File: config.mk
export PLATFORM = sky130hd
export DESIGN_NAME = led_fade_driver
export DESIGN_NICKNAME = d
export VERILOG_FILES = /design/src/rtl/led_fx_pkg.sv /design/src/rtl/led_pwm_channel.sv /design/src/rtl/led_fade_driver.sv
export SDC_FILE = /design/constraint.sdc
export NUM_CORES = 1
export LEC_CHECK = 0
export CAP_MARGIN = 30
export CORE_ASPECT_RATIO = 1.25
export CORE_UTILIZATION = 59
export CTS_CLUSTER_DIAMETER = 100
export CTS_CLUSTER_SIZE = 28
export DETAILED_ROUTE_END_ITERATION = 10
export PLACE_DENSITY = 0.79
export SETUP_SLACK_MARGIN = 0.4
export SLEW_MARGIN = 5
export SYNTH_ARGS = -nofsm -noshare
export SYNTH_HDL_FRONTEND = slang
export SYNTH_SLANG_ARGS = --single-unit
File: constraint.sdc
create_clock -name clk -period 4.2 [get_ports clk]
set_input_delay 0.84 -clock clk [delete_from_list [all_inputs] [get_ports clk]]
set_output_delay 0.84 -clock clk [all_outputs]
set_load 0.05 [all_outputs]
File: src/rtl/led_fx_pkg.sv
// Shared constants and types for the LED fade driver.
// Default brightness width, decay step and PWM prescale.
package led_fx_pkg;

   localparam int LED_BW        = 4;
   localparam int LED_MAX_LEVEL = (1 << LED_BW) - 1;
   localparam int LED_DECAY     = 4;
   localparam int LED_PWM_DIV   = 16;

   typedef logic [LED_BW-1:0] level_t;

endpackage

File: src/rtl/led_pwm_channel.sv
// One LED: brightness level, period-latched shadow copy
// and the PWM comparator that drives the pin.
module led_pwm_channel
   import led_fx_pkg::*;
#(
   parameter int BW    = LED_BW,
   parameter int DECAY = LED_DECAY
) (
   input  logic          clk,
   input  logic          reset,
   input  logic          i_step,
   input  logic          i_fade_en,
   input  logic          i_pat,
   input  logic          i_commit,
   input  logic [BW-1:0] i_pwm_cnt,
   output logic          o_led
);

   localparam int MAXL = (1 << BW) - 1;

   logic [BW-1:0] r_bright;
   logic [BW-1:0] r_shadow;
   logic          r_led;
   logic [BW-1:0] w_decayed;

   // Saturate at zero instead of wrapping back to full.
   always_comb begin
      w_decayed = '0;
      if (r_bright > BW'(DECAY))
         w_decayed = r_bright - BW'(DECAY);
   end

   always_ff @(posedge clk or posedge reset) begin
      if (reset) begin
         r_bright <= '0;
         r_shadow <= '0;
         r_led    <= 1'b0;
      end else begin
         if (!i_fade_en)
            r_bright <= i_pat ? BW'(MAXL) : '0;
         else if (i_step)
            r_bright <= i_pat ? BW'(MAXL) : w_decayed;
         if (i_commit)
            r_shadow <= r_bright;
         r_led <= (r_shadow > i_pwm_cnt);
      end
   end

   assign o_led = r_led;

endmodule

File: src/rtl/led_fade_driver.sv
// Comet-tail LED driver: step edge detect, PWM timebase
// and eight brightness channels.
module led_fade_driver
   import led_fx_pkg::*;
#(
   parameter int BW      = LED_BW,
   parameter int DECAY   = LED_DECAY,
   parameter int PWM_DIV = LED_PWM_DIV
) (
   input  logic       clk,
   input  logic       reset,
   input  logic       step_in,
   input  logic [7:0] pattern_in,
   input  logic       fade_en,
   output logic [7:0] led
);

   localparam int MAXL = (1 << BW) - 1;
   localparam int PW   = (PWM_DIV > 1) ? $clog2(PWM_DIV) : 1;

   logic [PW-1:0] r_pre_cnt;
   logic [BW-1:0] r_pwm_cnt;
   logic          r_step_d;

   logic w_step_pulse;
   logic w_pwm_adv;
   logic w_wrap;
   logic w_commit;

   assign w_step_pulse = step_in & ~r_step_d;
   assign w_pwm_adv    = (r_pre_cnt == PW'(PWM_DIV - 1));
   assign w_wrap       = (r_pwm_cnt == BW'(MAXL - 1));
   // Levels only reach the comparators at a period boundary.
   assign w_commit     = w_pwm_adv & w_wrap;

   always_ff @(posedge clk or posedge reset) begin
      if (reset) begin
         r_pre_cnt <= '0;
         r_pwm_cnt <= '0;
         r_step_d  <= 1'b0;
      end else begin
         r_step_d <= step_in;
         if (w_pwm_adv) begin
            r_pre_cnt <= '0;
            r_pwm_cnt <= w_wrap ? '0 : r_pwm_cnt + 1'b1;
         end else begin
            r_pre_cnt <= r_pre_cnt + 1'b1;
         end
      end
   end

   for (genvar gi = 0; gi < 8; gi++) begin : g_ch
      led_pwm_channel #(
         .BW    (BW),
         .DECAY (DECAY)
      ) u_ch (
         .clk       (clk),
         .reset     (reset),
         .i_step    (w_step_pulse),
         .i_fade_en (fade_en),
         .i_pat     (pattern_in[gi]),
         .i_commit  (w_commit),
         .i_pwm_cnt (r_pwm_cnt),
         .o_led     (led[gi])
      );
   end

endmodule
==> summary.md <==
Number of top-level design ports: 20. Count of final hold-check violations: 0. Grouping stages by cell kind, the critical path spends the most delay in buffers and inverters.

In this design, the stage delay of the slowest critical-path cell is 810 ps. The repair_antennas step left the layout with diodes totalling 0. The sequential fraction of the synthesis area was 0.4769. The initial antenna violation count is 0. The run gives 0 as the buffers inserted during post-CTS setup optimization. After technology mapping, the gate count stands at 287. After legalization and detailed placement, the total HPWL measured 4181 µm. The run finished with clean final reports.

The clock net in this run drives a total of 65 sinks. The tools report the final max-slew violation count as 0. The switching part of the total is 0.2325, and the leftover overflow at the end of global routing is 0. The tools report the post-cts resize count as 0.

The first-pass GRT wire length is 10740 µm, and the mean post-synth cell area is 11.88 µm². The tools report the H-tree depth as 3. For the combinational fraction of design power, the log shows 0.053.

The final routed wire length divided by cell count is 16.38 µm. The power share of the clock group is 0.429, and the worst IR drop on VDD is 0.2279 mV. The clock period could shrink to 2332 ps. Worst slew slack as a fraction of its limit: 0.5765. For this design the static power due to leakage is 1.774 nW. By area the synthesized netlist is led by dfrtp_1 (48%), ha_1 (12%), mux2_4 (8.8%).

The part of the cycle the worst path needs works out to 0.5553. Routability-driven placement finished with a final weighted congestion of 0.8140. Clock-pin slew was measured on the worst setup and hold paths at 70 ps. The final net count is 350, and the die span in x is 70.01 µm. The average vias per placed instance works out to 5.979. The die area was 0.006091 mm²; the post-synth net total was 332. The highest net fanout along the worst path was 1; the smallest setup slack after layout was 1868 ps.

The number of failing setup endpoints in the final timing report is 0. dfrtp_1 takes more of the synthesized area than any other cell. The critical path data arrival time was 1490 ps; the floorplan row count was 30. Derived from the worst setup path, the maximum achievable clock frequency is 0.4288 GHz. The Yosys step of the flow raised 0 warnings. Leaving out fill and tap cells, the most frequent cell in the layout is dfrtp_1. The signal on the critical path passes through clkdlybuf4s50_1. Cell internal power was estimated by the tool at 0.001002 W.

The number of buffers created by CTS is 9, and the measured slew at the worst slew-check pin is 633.3 ps. Setup repair after global routing left no endpoint under its margin. The type of destination of the critical path is a primary output. The post-detailed-route count of antenna-violating nets was 0. Between clock sinks in the finished design, the worst skew comes to 7.984 ps. The area share of the largest cell type after synthesis came out at 0.4769. The tools report the total global-route track usage as 0.2329.

Flip-flop and latch count after synthesis: 65. The library cells used most frequently in the layout, excluding fill and tap cells, are dfrtp_1 (65), ha_1 (33), o21ai_0 (30). After detailed routing, the number of remaining DRC violations is 0. Fill cells in the final layout number 396. The vertical extent of the die came out at 87.01 µm.

The run gives 32 as the largest net degree at the start of global routing. Data on the critical path is required at its endpoint by 3360 ps. TritonCTS built the clock tree. The path type of the worst setup path was register to primary output. The tools report the relative contribution of sequential cells to total power as 0.518. The count of buffers added on input and output ports is 19. The power density over the cells was 345.3 mW/mm². The overall power was 0.001306 W.

For the power dissipated by switching net loads, the log shows 0.0003036 W. Buffers inserted to repair hold after CTS numbered 0. Clock latency on the worst-skew pair, taken at its later pin, is 350 ps. At the placement stage, the worst setup path has a slack of 1597 ps. The min-delay analysis places its worst path in the category register to register. The detailed router finished its first iteration with 153 violations. The share of synthesized flip-flops with an asynchronous set or reset is 1.000. The buffer depth of the longest clock path was 2.

Detailed routing inserted a total of 2236 vias. Relative to the synthesized area, the layout overhead comes to 10.86%. The tree is rooted in a clkbuf_8. The via count of the first global-routing pass was 2244.

STA classifies the critical path startpoint as a register. Counting distinct cell types in the post-synthesis netlist gives 34. The prevailing post-synth register cell is dfrtp_1.

Worst-path cell with the longest stage delay: clkdlybuf4s50_1. The initial cell density of the core is 0.6181. Wire length reported by the detailed router: 6125 µm. The number of buffer and inverter stages on the critical path is 1.

The tools report the mapped cell area as 0.003411 mm². The core region is 0.005518 mm². The reported max-cap violation count is 0, and the setup total negative slack is 0 ps. The run gives 4 as the number of search-and-repair iterations in the first detailed-routing pass.

The share of cells above drive strength 1 is 0.1613, and the number of synthesized flops with an enable pin is 0.
## cells in the mapped netlist, types with 2 or more instances
library cell	n
clkbuf_1	2
nand4_1	8
a21oi_1	18
o31ai_1	2
buf_4	8
buf_12	2
buf_6	2
dfrtp_1	65
nor2b_1	8
nor2_1	11
o21ai_0	30
nand2_1	17
nor4bb_1	8
o21ai_1	4
ha_1	33
nand3_1	2
mux2_4	20
o211ai_1	8
o311ai_0	6
inv_1	15
o311ai_1	2
mux2_2	4
## per-layer routing
layer | share of wire | wire (µm) | vias to the layer above | track usage
met4 | 0.023 | 143 | 0 | 0.1273
li1 | - | - | 1080 | -
met1 | 0.46 | 2816 | 1100 | 0.3094
met5 | 0 | 0 | - | 0
met3 | 0.029 | 179 | 16 | 0.03588
met2 | 0.49 | 2985 | 40 | 0.3689
## metrics by stage
| step | area, µm² | util | hold WS, ps | cells |
|---|---|---|---|---|
| 6_report | 3781 | 0.6853 | 488.8 | 374 |
| 5_1_grt | 3781 | 0.6853 | 511.3 | 374 |
| 4_1_cts | 3781 | 0.6853 | 492.3 | 374 |
| 3_5_place_dp | 3566 | 0.6463 | 482.9 | 358 |
| 3_3_place_gp | 3566 | 0.6463 | 476.0 | 358 |
| 2_1_floorplan | 3411 | - | 452.4 | 287 |
## final timing paths
kind / from / endpoint / slack [ps] / depth (start not counted)
max: g_ch[1].u_ch.o_led / led[1] / 1870 / 1
min reg2reg: r_pre_cnt[0] / r_pre_cnt[0] / 490 / 1
min in group asynchronous: reset / r_pwm_cnt[0] / 790 / 2
max reg2reg: r_pwm_cnt[0] / g_ch[5].u_ch.r_shadow[1] / 2290 / 3
min: r_pre_cnt[0] / r_pre_cnt[0] / 490 / 1
max in group asynchronous: reset / g_ch[0].u_ch.r_bright[2] / 2700 / 3
## cell type report
class	instances	area, µm²	share of cell area
multi-input cells	192	1594	0.4216
flip-flops and latches	65	1627	0.4302
inverters	16	60.06	0.01588
clock buffers	12	165.2	0.04368
repair buffers	21	205.2	0.05427
clock inverters	4	50.05	0.01324
well taps	64	80.08	0.02118
## registers in the layout, indices dropped and copies added, names as in the netlist
| register | cells |
|---|---|
| g_ch.u_ch.r_bright | 24 |
| g_ch.u_ch.r_shadow | 24 |
| g_ch.u_ch.o_led | 8 |
| r_pre_cnt | 4 |
| r_pwm_cnt | 4 |
| r_step_d | 1 |
## logic make-up after synthesis
logic type | share of synthesized area
AOI/OAI and AO/OA | 0.1218
xor gates and xnor gates | 0.005137
adders and majority gates | 0.1211
buffers and inverters | 0.05576
DFF | 0.4769
muxes | 0.1042
and+or+nand+nor | 0.1152
## power groups by stage
stage          Combinational, W  Clock (W)  Sequential (W)
2_1_floorplan         0.0000474          0        0.000679
3_3_place_gp          0.0000677          0        0.000686
3_5_place_dp          0.0000703          0        0.000688
4_1_cts               0.0000712   0.000569        0.000676
5_1_grt               0.0000801   0.000600        0.000680
6_report              0.0000695   0.000560        0.000676
No activity file was read; power rests on OpenSTA's default activity.
